**src/rtl/subtrai_serial.sv**
```systemverilog
// Bit-serial two's-complement subtractor, C = A - B, LSB first, one bit per clock.
// Optional build macro SUBTRAI_SAT_EN saturates C on signed overflow.
module subtrai_serial #(
  parameter int WIDTH = 16
) (
  input  logic             clk,
  input  logic             rst,
  input  logic             start,
  input  logic [WIDTH-1:0] A,
  input  logic [WIDTH-1:0] B,
  output logic             busy,
  output logic             done,
  output logic [WIDTH-1:0] C,
  output logic             overflow,
  output logic             borrow
);

  localparam int CW = (WIDTH > 2) ? $clog2(WIDTH) : 1;
  localparam logic [CW-1:0] LAST = CW'(WIDTH - 1);

  typedef enum logic [1:0] {
    S_IDLE,
    S_RUN,
    S_DONE
  } state_t;

  state_t state, state_n;

  logic [WIDTH-1:0] a_sh, b_sh, res;
  logic [WIDTH-1:0] res_n, c_n;
  logic [CW-1:0]    bitcnt;
  logic             bor_ff;
  logic             a_bit, b_bit, d, bout, ovf;

  always_ff @(posedge clk or posedge rst) begin
    if (rst) state <= S_IDLE;
    else     state <= state_n;
  end

  always_comb begin
    state_n = state;
    busy    = 1'b0;
    done    = 1'b0;
    case (state)
      S_IDLE: if (start) state_n = S_RUN;
      S_RUN: begin
        busy = 1'b1;
        if (bitcnt == LAST) state_n = S_DONE;
      end
      S_DONE: begin
        done    = 1'b1;
        state_n = S_IDLE;
      end
      default: state_n = S_IDLE;
    endcase
  end

  // One full-subtractor cell; the borrow chain lives in bor_ff.
  always_comb begin
    a_bit = a_sh[0];
    b_bit = b_sh[0];
    d     = a_bit ^ b_bit ^ bor_ff;
    bout  = (~a_bit & b_bit) | (~(a_bit ^ b_bit) & bor_ff);
    res_n = {d, res[WIDTH-1:1]};
    ovf   = bor_ff ^ bout;
`ifdef SUBTRAI_SAT_EN
    // On the last bit a_bit is the minuend sign, which fixes the clamp direction.
    if (ovf) c_n = a_bit ? {1'b1, {(WIDTH-1){1'b0}}}
                         : {1'b0, {(WIDTH-1){1'b1}}};
    else     c_n = res_n;
`else
    c_n = res_n;
`endif
  end

  always_ff @(posedge clk or posedge rst) begin
    if (rst) begin
      a_sh     <= '0;
      b_sh     <= '0;
      res      <= '0;
      bitcnt   <= '0;
      bor_ff   <= 1'b0;
      C        <= '0;
      overflow <= 1'b0;
      borrow   <= 1'b0;
    end else begin
      case (state)
        S_IDLE: begin
          if (start) begin
            a_sh   <= A;
            b_sh   <= B;
            res    <= '0;
            bitcnt <= '0;
            bor_ff <= 1'b0;
          end
        end
        S_RUN: begin
          a_sh   <= a_sh >> 1;
          b_sh   <= b_sh >> 1;
          res    <= res_n;
          bor_ff <= bout;
          bitcnt <= bitcnt + 1'b1;
          if (bitcnt == LAST) begin
            C        <= c_n;
            borrow   <= bout;
            overflow <= ovf;
          end
        end
        default: ;
      endcase
    end
  end

endmodule

```
**config.mk**
```make
export PLATFORM = sky130hd
export DESIGN_NAME = subtrai_serial
export DESIGN_NICKNAME = d
export VERILOG_FILES = /design/src/rtl/subtrai_serial.sv
export SDC_FILE = /design/constraint.sdc
export NUM_CORES = 1
export LEC_CHECK = 0
export CAP_MARGIN = 10
export CORE_MARGIN = 2
export CORE_UTILIZATION = 57
export CTS_CLUSTER_DIAMETER = 60
export DETAILED_ROUTE_END_ITERATION = 10
export PLACE_DENSITY_LB_ADDON = 0.15
export SLEW_MARGIN = 20
export SYNTH_ARGS = -nofsm -noshare
export SYNTH_HDL_FRONTEND = slang
export SYNTH_SLANG_ARGS = --single-unit
```
**constraint.sdc**
```tcl
create_clock -name clk -period 5.2 [get_ports clk]
set_input_delay 0.52 -clock clk [delete_from_list [all_inputs] [get_ports clk]]
set_output_delay 0.52 -clock clk [all_outputs]
set_load 0.005 [all_outputs]
```
After elaboration in Yosys (flattened, before gate mapping)

Cells that the tools add are included.

Register bits: 73

Add/subtract/negate cells: 1
Eq/ne operators: 5
Mux-type cells: 15
Bitwise gates (word level): 8
Reductions and logical operators: 5

Operators with widths:

| cell                                                            | number |
|---|---|
| 16-bit case mux with 2 select lines                             | 3 |
| 16-bit two-way mux                                              | 3 |
| 4-bit case mux with 2 select lines                              | 1 |
| 2-bit AND reduction                                             | 3 |
| 4-bit by 1-bit adder with 4-bit output, second input constant   | 1 |
| 4-bit == test, second input constant                            | 1 |
| 2-bit two-way mux                                               | 2 |
| 4-bit two-way mux                                               | 1 |
| 2-bit inequality test, second input constant                    | 2 |
| 2-bit case mux with 2 select lines                              | 1 |
| 1-bit two-way mux                                               | 3 |
| 1-bit bitwise XOR                                               | 3 |
| 1-bit bitwise AND                                               | 2 |
| 2-bit by 1-bit == test with 1-bit output, second input constant | 1 |
| 2-bit == test, second input constant                            | 1 |
| 2-bit logical NOT                                               | 1 |
| 1-bit inverter                                                  | 2 |
| 1-bit case mux with 2 select lines                              | 1 |
| 2-bit nonzero test                                              | 1 |
| 1-bit bitwise OR                                                | 1 |

Longest topological paths before layout

Gate-level depths: netlist (run 1).

Word-level depth: 5
Mapped depth: 7
Depth with buffers taken out: 4

Least setup slack after synthesis (run 1)

OpenSTA, ideal clock, no wires.

Path type: register -> output
Start point: register state[1]
End point: output port busy
Arrival time: 973 ps
Setup slack: 3707 ps
Stages on the path, launching flop included: 6
Path through: dfrtp_1 -> buf_6 -> nand2b_4 -> inv_2 -> buf_6 -> buf_6

Cells in the longest elaborated chain, start to end: 2

RTL lines:

| item                                     | line | source |
|---|---|---|
| start: declaration                       | 27   | `state_t state, state_n;` |
| start signal: assignment                 | 37   | `else state <= state_n;` |
| 2-bit by 1-bit == test with 1-bit output | 44   | `case (state)` |
| 1-bit two-way mux                        | 44   |  |
| end: declaration                         | 11   | `output logic busy,` |

No other way between the ends.

Final worst setup path (run 1)

Ends and elaborated chain as after synthesis.

==> results of run 1 <==
-- power breakdown --
group          switching [mW]  internal [mW]
Sequential              0.162          0.781
Clock                   0.205          0.234
Combinational           0.346          0.420
-- cells in the final DEF, fill, tap and decap left out, types with 9 or more instances in the layout --
master	instances
a21oi_1	31
clkbuf_8	10
nor2b_1	32
mux2_4	9
clkdlybuf4s50_1	54
a22oi_1	29
o21ai_0	16
dfrtp_1	72
o21ai_1	21
a22o_1	16
-- through the flow --
stage	util, %	setup WS, ns
6_report	72.3	2.19
2_1_floorplan	-	2.86
5_1_grt	72.3	2.05
4_1_cts	72.3	2.20
3_5_place_dp	68.7	2.59
3_3_place_gp	68.7	2.61
-- flip-flops by register name, indices dropped and copies added (netlist names) --
name,flops
a_sh,16
b_sh,16
res,15
bitcnt,4
overflow,1
state,2
borrow,1
C,16
bor_ff,1
-- routing by layer --
metal	wire (um)	part of all wire, %
met1	3100	48
met2	2940	46
met3	257	4.0
met4	162	2.5
met5	0	0
-- logic make-up (layout without fill, tap and decap cells) --
kind of cell	Yosys count	after routing	share of synthesized area, %
muxes	17	17	6.87
xor gates and xnor gates	1	1	0.267
DFF	72	72	55.0
AOI/OAI and AO/OA	118	118	22.7
and+or+nand+nor	47	47	9.20
adders and majority gates	2	2	0.993
buffers and inverters	27	80	5.00
-- cell type report --
type                       instances  area share (%)
tap                               72            2.25
clock inverter                     5            1.41
inverter                           4           0.375
timing repair buffer              60            14.6
multi-input combinational        185            32.8
clock buffer                      11            3.53
sequential                        72            45.0
-- worst min-delay path: cells and delay by family, from the launching register on --
kind            cells  cell delay (ns)
compound gates      1             0.06
simple gates        1             0.06
flops               1             0.36
-- path summary, 6_finish.rpt --
check,slack (ns),cells past startpoint,from,endpoint
max in group asynchronous,3.86,3,rst,a_sh[12]
min in group asynchronous,0.77,3,rst,C[14]
setup / recovery,2.19,4,state[1],busy
hold / removal,0.50,2,a_sh[15],a_sh[15]
hold reg to reg,0.50,2,a_sh[15],a_sh[15]
setup reg to reg,3.33,5,state[1],b_sh[4]
==> results.ini, run 1 <==
[global_route]
met3_usage_pct = 4.19
grtUsageTotal_pct = 22.2
grt_pass1_vias = 2315
grt_remaining_overflow = 0
globalRouteMet2Util_pct = 31.8
grt_antenna_before_repair = 0
grt_pass1_wl_mm = 10.9
met1_usage_pct = 31.9
grt-busiest-layer = met1
grt_start_max_net_pins = 73

[final_layout]
final_area_mm2 = 0.00400
multiInputGateArea_mm2 = 0.00131
seq_area_mm2 = 0.00180
drive_gt1_share_pct = 13.4
stdcell_count = 409
nets = 369
syn_to_final_growth_pct = 22.2
fillers = 404
antenna_cells = 0

[logic_synthesis]
synth_edf_count = 0
syn_nets = 321
ys.flop_type = dfrtp_1
synth_area_leaders = dfrtp_1, a22oi_1, nor2b_1
mappedNetlistArea_mm2 = 0.00328
synth.largest_area_cell = dfrtp_1
synthCells = 284
syn_area_per_cell_um2 = 11.5
ys_seq_elements = 72
ys_async_sr_fraction_pct = 100
synth-seq-area-share_pct = 55.0
synthMostInstantiatedCell = dfrtp_1
synthDistinctLibCells = 31
synth_top_area_share_pct = 55.0
ys_warn_count = 0
yosys-top-cells-count = dfrtp_1, nor2b_1, a21oi_1

[critical_path]
cpPeakStageDelay_ns = 0.65
cp-end-kind = output pin
crit_arrival_ns = 2.49
cp-start-kind = flip-flop
worstPathMaxFanout = 48
cp_slowest_cell = clkdlybuf4s50_1
critical_path_class = flip-flop to output pin
crit_required_ns = 4.68
worstPathCellList = buf_4 -> nand2b_4 -> inv_2 -> clkdlybuf4s50_1
crit_family = buffers and inverters
critical_path_buf_inv_count = 3

[floorplan]
dieArea_mm2 = 0.00637
fp-row-count = 27
design.core.area_mm2 = 0.00554
ios = 55
initial_core_util_pct = 59.1
die_y_um = 79.8
die_w_um = 79.8

[timing]
skew_ns = 0.00659
fin_crit_ns = 3.01
holdWs_ns = 0.505
timing.slew.headroom_pct = 41.3
worst_pin_slew_ns = 0.880
hold_viol = 0
fmax_mhz = 333
period_share_pct = 57.8
tns_ns = 0
maxSlewViolCount = 0
grt_setup_unrepaired = false
finalSetupViolations = 0

[clock_network]
root_buffer = clkbuf_8
cts_tree = done
clockBufferDepth = 2
clkLatencyLatePin_ns = 0.34
cts_sinks = 72
cts_resized = 0
cts-buffers-inserted = 9
postCtsSetupBuffers = 0
path_clk_slew_ns = 0.07
cts_max_level = 3
postCtsHoldBufs = 0

[outcome]
status = completed

[placement]
placed_cells = 393
gp_congestion = 0.746
placed_cell_area_mm2 = 0.00381
hpwl_mm = 3.92
numPortBuffers = 54

[route]
ant_nets = 0
drc = 0
drtPass1Iterations = 4
routed_wl_mm = 6.46
drt-wirelength-per-cell_um = 15.8
vias_per_cell = 5.69
num_vias = 2328
drt-initial-drc-count = 208

[power_and_ir_drop]
total_power_mw = 2.15
peakVddDrop_uv = 334
pwr_density_cell_mw_per_mm2 = 536
leakagePower_nw = 1.69

[flow_run]
maxCapViolCount = 0

[min_path]
min_path_type = flip-flop to flip-flop

No activity file was read; power rests on OpenSTA's default activity.
==> inputs of run 2 (changes only) <==
CORE_UTILIZATION = 48   (was 57)
clock period = 2.5 ns   (was 5.2 ns; I/O delays follow)
==> run 2 against run 1 <==
Compared with the run above:
- non-clock buffer count grew 2
- clock power grew to 2.7 times the previous value
- sequential cell count is the same
- hold slack lost 0.19 ns
- via count grew 0.13%
- highest routed layer unchanged
- routed wire length grew 1.3%
- first-iteration DRC count shrank 18%
- combinational power grew 110%
- register-to-register slack lost 2.5 ns
- sequential share of layout area shrank 1.2 points
- die area grew 18%
- cell area grew 2.7%
==> results.ini, run 2 (synthesis results as in run 1) <==
[route]
num_vias = 2331  ; +0.13%
drtPass1Iterations = 4  ; unchanged
ant_nets = 0  ; unchanged
routed_wl_mm = 6.54  ; +1.3%
drt-initial-drc-count = 171  ; -18%
drt-wirelength-per-cell_um = 15.6  ; -1.1%
drc = 0  ; unchanged
vias_per_cell = 5.56  ; -2.3%

[floorplan]
ios = 55  ; unchanged
initial_core_util_pct = 49.0  ; -10 points
dieArea_mm2 = 0.00750  ; +18%
fp-row-count = 30  ; +11%
design.core.area_mm2 = 0.00668  ; +21%
die_w_um = 86.6  ; +8.5%
die_y_um = 86.6  ; +8.5%

[final_layout]
drive_gt1_share_pct = 14.2  ; +0.81 points
final_cell_mix = dfrtp_1, clkdlybuf4s50_1, nor2b_1
nets = 371  ; +0.54%
final_common_cell = dfrtp_1
top_regs = C (16), a_sh (16), b_sh (16)
syn_to_final_growth_pct = 25.5
antenna_cells = 0  ; unchanged

[global_route]
grtUsageTotal_pct = 18.8  ; -3.4 points
grt_start_max_net_pins = 73  ; unchanged
grt_remaining_overflow = 0  ; unchanged
grt_pass1_vias = 2295  ; -0.86%
grt_antenna_before_repair = 0  ; unchanged
grt_pass1_wl_mm = 11.1  ; +2.4%

[critical_path]
crit_arrival_ns = 1.80  ; -0.69 ns
cp_slowest_cell = clkdlybuf4s50_1
r2r_slack_ns = 0.85  ; -2.48 ns
critical_path_class = flip-flop to output pin
crit_required_ns = 2.25  ; -2.43 ns
crit_family = buffers and inverters
critical_path_buf_inv_count = 2  ; -1
r2r_end = overflow
worstPathCellList = nand2b_4 -> inv_2 -> clkdlybuf4s50_1
crit_path_end = busy
r2r_cells = 4  ; -1
r2r_start = bitcnt[0]
cp-start-kind = flip-flop
cpPeakStageDelay_ns = 0.58  ; -0.07 ns
worstPathMaxFanout = 19  ; -60%
path_depth = 3  ; -1
critPathLaunch = state[1]
cp-end-kind = output pin

[clock_network]
path_clk_slew_ns = 0.07  ; about the same
postCtsSetupBuffers = 0  ; unchanged
cts_max_level = 3  ; unchanged
clkLatencyLatePin_ns = 0.33  ; about the same
clockBufferDepth = 2  ; unchanged
cts_resized = 0  ; unchanged
cts_tree = done
cts-buffers-inserted = 9  ; unchanged
root_buffer = clkbuf_8
postCtsHoldBufs = 0  ; unchanged
cts_sinks = 72  ; unchanged

[timing]
grt_setup_unrepaired = false
timing.slew.headroom_pct = 73.2  ; +32 points
fin_ws_ns = 0.448  ; -1.74 ns
hold_viol = 0  ; unchanged
tns_ns = 0  ; unchanged
period_share_pct = 82.1
skew_ns = 0.0109  ; +0.00432 ns
fin_crit_ns = 2.05
maxSlewViolCount = 0  ; unchanged
fmax_mhz = 487
finalSetupViolations = 0  ; unchanged
worst_pin_slew_ns = 0.401  ; -0.479 ns

[placement]
numPortBuffers = 54  ; unchanged
hpwl_mm = 3.89  ; -0.73%
place_ws_ns = 0.737  ; -1.85 ns
gp_congestion = 0.720  ; -3.4%

[outcome]
status = completed

[power_and_ir_drop]
peakVddDrop_uv = 595  ; +78%
pwr_density_cell_mw_per_mm2 = 1160  ; +120%
leakagePower_nw = 1.73  ; +2.4%

[min_path]
min_path_type = primary input to async pin

[flow_run]
maxCapViolCount = 0  ; unchanged

==> run 2: cell type report <==
cell class              count  area, um^2
clock buffers               9         124
clock inverters             7         144
fillers                   549        2570
inverters                   4        15.0
multi-input cells         185        1310
flip-flops and latches     72        1800
well taps                  80         100
repair buffers             62         613
==> run 2: report_power, final <==
group          internal (mW)  switching (mW)
Combinational          0.890           0.733
Clock                  0.765           0.433
Sequential              1.62           0.332
==> run 2: stage by stage <==
| stage | power (mW) | cell area, um^2 | utilization [%] | instances | hold WS (ns) |
|---|---|---|---|---|---|
| after global routing | 5.11 | 4110 | 61.5 | 419 | 0.383 |
| after global placement | 3.57 | 3840 | 57.5 | 403 | 0.484 |
| after floorplan | 3.06 | 3280 | - | 284 | 0.427 |
| final | 4.78 | 4110 | 61.5 | 419 | 0.311 |
| after detailed placement | 3.61 | 3840 | 57.5 | 403 | 0.491 |
| after CTS | 4.82 | 4110 | 61.5 | 419 | 0.328 |
==> run 2: routing by layer <==
layer | global-route usage (%) | vias to the layer above | wire (um)
met5 | 0 | - | 0
met4 | 6.82 | 0 | 70
li1 | - | 1131 | -
met1 | 28.5 | 1145 | 3160
met3 | 3.90 | 5 | 266
met2 | 26.9 | 50 | 3050
==> run 2: tightest hold or removal path, cell delays in order <==
cell and delay [ns]:
clkdlybuf4s50_1 0.41, inv_2 0.07, buf_12 0.31
==> run 2: worst min-delay path by stage <==
stage                     startpoint       end  depth (start not counted)
after global placement      b_sh[15]  b_sh[15]                          2
after global routing             rst  a_sh[11]                          3
final                            rst  a_sh[10]                          3
after floorplan                 A[4]   a_sh[4]                          2
after detailed placement      res[1]    res[1]                          1
after CTS                        rst    res[1]                          3
